==> src/rtl/cpu_feeder.sv <==
// Instruction feeder: buffers host words in a FIFO and replays them onto the
// processor's Din/run one instruction at a time. Optional watchdog: CPU_FEEDER_WATCHDOG_EN.
module cpu_feeder #(
  parameter int DEPTH   = 8,
  parameter int AW      = 3,
  parameter int TIMEOUT = 255
) (
  input  logic          clk,
  input  logic          resetn,
  input  logic          wr_valid,
  input  logic [15:0]   wr_data,
  output logic          wr_ready,
  output logic [15:0]   cpu_din,
  output logic          cpu_run,
  input  logic          cpu_done,
  output logic          busy,
  output logic [AW:0]   count,
  output logic          err
);

  typedef enum logic [1:0] {IDLE, ISSUE, HOLD, WAIT} state_t;

  localparam logic [2:0]  OP_MVI = 3'b001;
  localparam logic [AW:0] FULL   = (AW+1)'(DEPTH);

  state_t        state_reg;
  logic [15:0]   mem [DEPTH];
  logic [AW-1:0] wr_ptr_reg;
  logic [AW-1:0] rd_ptr_reg;
  logic [AW:0]   count_reg;
  logic [15:0]   din_reg;
  logic          run_reg;
  logic          hold_first_reg;

  logic          push;
  logic          pop;
  logic [15:0]   head_word;
  logic [15:0]   next_word;
  logic          head_is_mvi;
  logic          head_ready;

  assign wr_ready    = (count_reg != FULL);
  assign push        = wr_valid && wr_ready;
  // The head is popped while issuing; an mvi immediate is popped on the first HOLD cycle.
  assign pop         = (state_reg == ISSUE) || ((state_reg == HOLD) && hold_first_reg);
  assign head_word   = mem[rd_ptr_reg];
  assign next_word   = mem[rd_ptr_reg + AW'(1)];
  assign head_is_mvi = (head_word[8:6] == OP_MVI);
  assign head_ready  = head_is_mvi ? (count_reg >= (AW+1)'(2)) : (count_reg != '0);

  always_ff @(posedge clk) begin
    if (push) begin
      mem[wr_ptr_reg] <= wr_data;
    end
  end

  always_ff @(posedge clk) begin
    if (resetn) begin
      wr_ptr_reg <= '0;
      rd_ptr_reg <= '0;
      count_reg  <= '0;
    end else begin
      if (push) begin
        wr_ptr_reg <= wr_ptr_reg + AW'(1);
      end
      if (pop) begin
        rd_ptr_reg <= rd_ptr_reg + AW'(1);
      end
      case ({push, pop})
        2'b10:   count_reg <= count_reg + (AW+1)'(1);
        2'b01:   count_reg <= count_reg - (AW+1)'(1);
        default: count_reg <= count_reg;
      endcase
    end
  end

`ifdef CPU_FEEDER_WATCHDOG_EN
  localparam int          WW      = $clog2(TIMEOUT + 1);
  localparam logic [WW-1:0] WD_LAST = WW'(TIMEOUT - 1);
  logic [WW-1:0] wd_cnt_reg;
  logic          err_reg;
  assign err = err_reg;
`else
  logic [31:0] unused_timeout;
  assign unused_timeout = 32'(TIMEOUT);
  assign err = 1'b0;
`endif

  always_ff @(posedge clk) begin
    if (resetn) begin
      state_reg      <= IDLE;
      din_reg        <= '0;
      run_reg        <= 1'b0;
      hold_first_reg <= 1'b0;
`ifdef CPU_FEEDER_WATCHDOG_EN
      wd_cnt_reg     <= '0;
      err_reg        <= 1'b0;
`endif
    end else begin
      run_reg        <= 1'b0;
      hold_first_reg <= 1'b0;
      case (state_reg)
        IDLE: begin
          if (head_ready) begin
            state_reg <= ISSUE;
            run_reg   <= 1'b1;
            din_reg   <= head_word;
          end else begin
            din_reg   <= '0;
          end
        end
        ISSUE: begin
          // Head is still visible this cycle, so the mvi decision and immediate fetch use it.
          if (head_is_mvi) begin
            state_reg      <= HOLD;
            din_reg        <= next_word;
            hold_first_reg <= 1'b1;
          end else begin
            state_reg      <= WAIT;
            din_reg        <= '0;
          end
`ifdef CPU_FEEDER_WATCHDOG_EN
          wd_cnt_reg <= '0;
`endif
        end
        HOLD, WAIT: begin
          if (cpu_done) begin
            state_reg <= IDLE;
            din_reg   <= '0;
          end
`ifdef CPU_FEEDER_WATCHDOG_EN
          else if (wd_cnt_reg == WD_LAST) begin
            err_reg   <= 1'b1;
            state_reg <= IDLE;
            din_reg   <= '0;
          end else begin
            wd_cnt_reg <= wd_cnt_reg + WW'(1);
          end
`endif
        end
        default: state_reg <= IDLE;
      endcase
    end
  end

  assign cpu_din = din_reg;
  assign cpu_run = run_reg;
  assign busy    = (state_reg != IDLE);
  assign count   = count_reg;

endmodule
==> config.mk <==
export PLATFORM = sky130hd
export DESIGN_NAME = cpu_feeder
export DESIGN_NICKNAME = d
export VERILOG_FILES = /design/src/rtl/cpu_feeder.sv
export SDC_FILE = /design/constraint.sdc
export NUM_CORES = 1
export LEC_CHECK = 0
export CORE_ASPECT_RATIO = 0.75
export CORE_MARGIN = 2
export CORE_UTILIZATION = 45
export CTS_BUF_LIST = sky130_fd_sc_hd__clkbuf_4 sky130_fd_sc_hd__clkbuf_8
export CTS_CLUSTER_SIZE = 8
export DETAILED_ROUTE_END_ITERATION = 8
export DONT_BUFFER_PORTS = 1
export SLEW_MARGIN = 5
export SYNTH_ARGS = -nofsm -noshare
export SYNTH_HDL_FRONTEND = slang
export SYNTH_SLANG_ARGS = --single-unit
==> constraint.sdc <==
create_clock -name clk -period 8.25 [get_ports clk]
set_clock_uncertainty 0.05 [all_clocks]
set_input_delay 1.2375 -clock clk [delete_from_list [all_inputs] [get_ports clk]]
set_output_delay 1.2375 -clock clk [all_outputs]
set_load 0.01 [all_outputs]
Word level (Yosys, flattened, before mapping):

Memories as Yosys holds them, arrays and structs flattened. A register that Yosys moved wholly into a read port is not among the register bits.
Index checks and enable logic that the tools add are counted.

* add/subtract/negate cells: 4
* $lt $le $gt $ge: 1
* equal/unequal tests: 9
* mux-type cells: 16
* bitwise operators: 2
* reduce and logical (&&, ||, !) cells: 11

Operator list (number)
* $mux W16: 3
* $pmux W16 S3: 1
* $pmux W4 S2: 1
* $add A3 B1 Y3 const B: 2
* $eq A2 B2 Y1 const B: 3
* $mux W1: 6
* $mux W3: 2
* $pmux W2 S3: 1
* $reduce_or A2 Y1: 3
* $add A4 B1 Y4 const B: 1
* $eq A2 B1 Y1 const B: 2
* $ge A4 B2 Y1 const B: 1
* $mux W2: 2
* $ne A2 B2 Y1 const B: 2
* $ne A4 B4 Y1 const B: 1
* $reduce_bool A2 Y1: 2
* $reduce_bool A4 Y1: 1
* $sub A4 B1 Y4 const B: 1
* $eq A3 B1 Y1 const B: 1
* $logic_and A1 B1 Y1: 2
* $logic_not A2 Y1: 1
* $not A1 Y1: 2
* $reduce_and A2 Y1: 1
* $logic_or A1 B1 Y1: 1

* register bits after elaboration: 30
* memory bits (writable): 128
* input bits: 20
* output and inout port bits: 24
* word-level logic and storage cells: 51
* memories: 1

Memory list
* mem: depth 8, bits a word 16, read ports 2, clocked after memory_dff 1, wr ports 1, RTL line 27 `logic [15:0] mem [DEPTH];`

Logic depth before layout (Yosys ltp):

* word-level depth: 5
* gate-level depth with buffers: 10
* gate-level depth less buffers: 10

Least setup slack after synthesis:

OpenSTA, ideal clock, no wires.

* kind: input to register
* start: in wr_valid
* end: mem mem[0][0], enable pin
* setup time: 430 ps
* arrival: 2984 ps
* data required time: 7770 ps
* slack: 4786 ps
* cell stages on the path: 2
* buffers on the path: 0
* path through: nand2_1 > nor4_1

* cells in the longest elaborated chain, start to end: 3

Ends and longest elaborated chain
* start: declaration: RTL line 10 `input logic wr_valid,`
* $logic_and A1 B1 Y1: RTL line 43 `assign push = wr_valid && wr_ready;`
* $mux W1: RTL line 52 `if (push) begin`
* $mux W1 (implied by the code): RTL line 53 `mem[wr_ptr_reg] <= wr_data;`
* end: declaration: RTL line 27

Every way passes these cells.

==> impl_metrics.tcl <==
set metrics [dict create \
    tns_ns 0 \
    p_leak_nw 2.485 \
    r2r_cells 5 \
    ys_warn_count 0 \
    grt_max_degree 35 \
    yosys-top-cells-area "edfxtp_1 (52%), mux4_2 (18%), dfxtp_1 (8.9%), mux2_2 (4.4%), mux4_1 (2.1%)" \
    synth_area_um2 7397 \
    postSynthCellCount 427 \
    grt_pass1_vias 4184 \
    post_cts_resized 0 \
    die_width_um 152.0 \
    maxCapViolations 0 \
    finalNonFillerCells 655 \
    clock-root-buffer "clkbuf_8" \
    pwr_density_cell_nw_per_um2 284.2 \
    num-nets-final 457 \
    utilization 0.4988 \
    n_antenna_cell 0 \
    outcome "complete, no violations" \
    crit_path_end_kind "flip-flop" \
    crit_arrival_ns 3.56 \
    ios 44 \
    clk_pin_slew_ns 0.08 \
    switchingPower_w 0.0007294 \
    min_delay_path_depth 2 \
    startpoint_type "flip-flop" \
    ctsLongestPathBuffers 2 \
    gp_congestion 0.7479 \
    io_buffers 0 \
    crit_fanout 19 \
    gr-total-overflow 0 \
    insertion_delay_ns 0.45 \
    drc 0 \
    worstReg2RegEnd "cpu_din[3]" \
    clock_power_share 0.226 \
    h-tree-depth 4 \
    cts_tree "done" \
    vias 4039 \
    slew_violations 0 \
    holdPathEnd "state_reg[0]" \
    dp_cells 623 \
    cts.sinks 161 \
    pwr-share-seq 0.461 \
    grt_setup_unrepaired "false" \
    coreArea_um2 16070 \
    synth_fp_nets 452 \
    hpwlAfterDp_um 9977 \
    initial_utilization 0.4604 \
    drive_above_1_share 0.3483 \
    p_int_w 0.001548 \
    peakVddDrop_mv 0.1425 \
    swShare 0.3203 \
    drtPass1Iterations 5 \
    largest_reg_flops 128 \
    cts-buffers-inserted 17 \
    min_period_over_period 0.3941 \
    via_per_inst 6.166 \
    period_needed_ns 3.251 \
    critical_path_class "flip-flop to flip-flop" \
    max_slew.worst_pin.slew_ns 1.124 \
    max-slew-margin-rel 0.2448 \
    hold_viol_final 0 \
    power.total_w 0.002277 \
    synth_top_area_frac 0.5196 \
    syn_avg_cell_area_um2 17.32 \
    ff2ff_setup_slack_ns 5.00 \
    hold_path.class "flip-flop to flip-flop" \
    wl_per_cell_um 25.60 \
    ys_ff_latch 161 \
    min_from "state_reg[0]" \
    ys_types 42 \
    ctsHoldBuffers 0 \
    drtIter0Drc 378 \
    yosysSeqAreaShare 0.6089 \
    die_h_um 115.0 \
    yosysTopAreaCell "edfxtp_1" \
    drtAntennaViolNets 0 \
    postCtsSetupBuffers 0 \
    grt_pass1_wl_um 25750 \
    std_cell_rows 40 \
    layout-area-overhead-vs-synth_pct 8.339 \
    routed_wl_um 16770 \
    setup_viol 0 \
    p_comb_frac 0.313 \
    antenna_found_initial 0 \
    die_area_um2 17490 \
    crit_required_ns 8.56 \
    grtUsageTotal 0.2031 \
    fmax_mhz 307.6 \
]
metrics by stage:
step           hold slack (ns)  instance area [µm²]  worst slack, ns
2_1_floorplan           0.4376                 7397            4.786
3_3_place_gp            0.4540                 7669            5.121
3_5_place_dp            0.4669                 7669            5.027
4_1_cts                 0.4778                 8014            5.022
5_1_grt                 0.4987                 8014            4.790
6_report                0.4720                 8014            4.999
worst max-delay path, stage by stage, from the launching register on:
cell	delay, ns
dfxtp_1	1.04
mux4_2	0.42
mux2_2	0.32
nor4_4	0.92
a21oi_1	0.15
a211oi_1	0.25
per-layer routing:
layer,GRT usage,part of all wire
met1,0.2729,0.44
met2,0.3246,0.47
met3,0.05918,0.075
met4,0.06604,0.015
met5,0,0
power by group through the flow:
stage,sequential (W),combinational [W],clock [W]
after floorplan,0.00104,0.000556,0
after global placement,0.00107,0.000710,0
after detailed placement,0.00107,0.000712,0
after CTS,0.00105,0.000717,0.000528
after global routing,0.00106,0.000769,0.000561
final,0.00105,0.000714,0.000515
worst max-delay path by stage:
stage	from	end	slack [ns]	cells after the start
2_1_floorplan	wr_valid	mem[0][0]	4.79	2
3_3_place_gp	flip-flop	cpu_din[0]	5.12	6
3_5_place_dp	flip-flop	cpu_din[11]	5.03	5
4_1_cts	flip-flop	cpu_din[10]	5.02	5
5_1_grt	flip-flop	cpu_din[3]	4.79	5
6_report	flip-flop	cpu_din[3]	5.00	5
kinds of logic after synthesis:
| group | count (synthesis) | share of synthesized area |
|---|---|---|
| buf+inv | 30 | 0.02047 |
| simple gates | 65 | 0.04296 |
| mux | 98 | 0.2500 |
| xor+xnor | 9 | 0.01066 |
| other cells | 1 | 0.0005070 |
| fa+ha+maj | 5 | 0.008457 |
| compound gates | 58 | 0.05802 |
| flops | 161 | 0.6089 |
cell usage after synthesis:
cell type / n
mux4_2: 58
xor2_1: 8
nor4_1: 2
nand2b_1: 7
conb_1: 1
ha_1: 5
a21oi_2: 1
a211oi_1: 6
mux2i_2: 1
a21oi_1: 20
buf_6: 2
a21boi_0: 1
edfxtp_1: 128
mux2i_1: 3
nor4_4: 1
o311ai_0: 1
inv_1: 1
clkbuf_1: 12
o21ai_0: 2
a2bb2oi_1: 1
buf_1: 2
or3_1: 1
mux2_4: 1
nand2_1: 8
mux4_1: 6
nor2_1: 31
nand3b_1: 2
nor3_1: 5
nand4b_1: 1
or2_2: 2
o211ai_1: 14
dfxtp_1: 33
o21bai_1: 2
nor2b_1: 1
a211oi_2: 9
clkbuf_2: 2
o31ai_1: 1
buf_4: 3
mux2_2: 29
buf_2: 8
xnor2_1: 1
nand3_1: 4
layout make-up:
cell class | count | area (µm²)
well taps | 210 | 262.8
clock buffers | 23 | 279.0
flip-flops and latches | 161 | 4507
inverters | 1 | 3.754
clock inverters | 9 | 66.31
repair buffers | 15 | 112.6
fillers | 1289 | 8051
multi-input cells | 236 | 2783
placed cells by master (no fill, tap or decap), types with 2 or more instances in the layout:
cell type / synthesis / routed
nor2_2: 0 / 3
dfxtp_1: 33 / 31
clkbuf_4: 0 / 6
mux2i_1: 3 / 3
o21bai_1: 2 / 2
a211oi_2: 9 / 9
clkinv_1: 0 / 5
nand3b_1: 2 / 2
nand2b_1: 7 / 7
edfxtp_1: 128 / 128
nand2_1: 8 / 8
o21ai_0: 2 / 2
ha_1: 5 / 5
a21oi_1: 20 / 20
xor2_1: 8 / 7
nor3_2: 0 / 4
o211ai_1: 14 / 14
or2_2: 2 / 2
buf_4: 3 / 15
dfxtp_2: 0 / 2
mux4_2: 58 / 58
a211oi_1: 6 / 6
clkbuf_8: 0 / 17
mux4_1: 6 / 6
mux2_2: 29 / 29
nand3_1: 4 / 4
clkinv_2: 0 / 2
nor2_1: 31 / 28
Note: power is estimated with default switching activity, not from simulation.
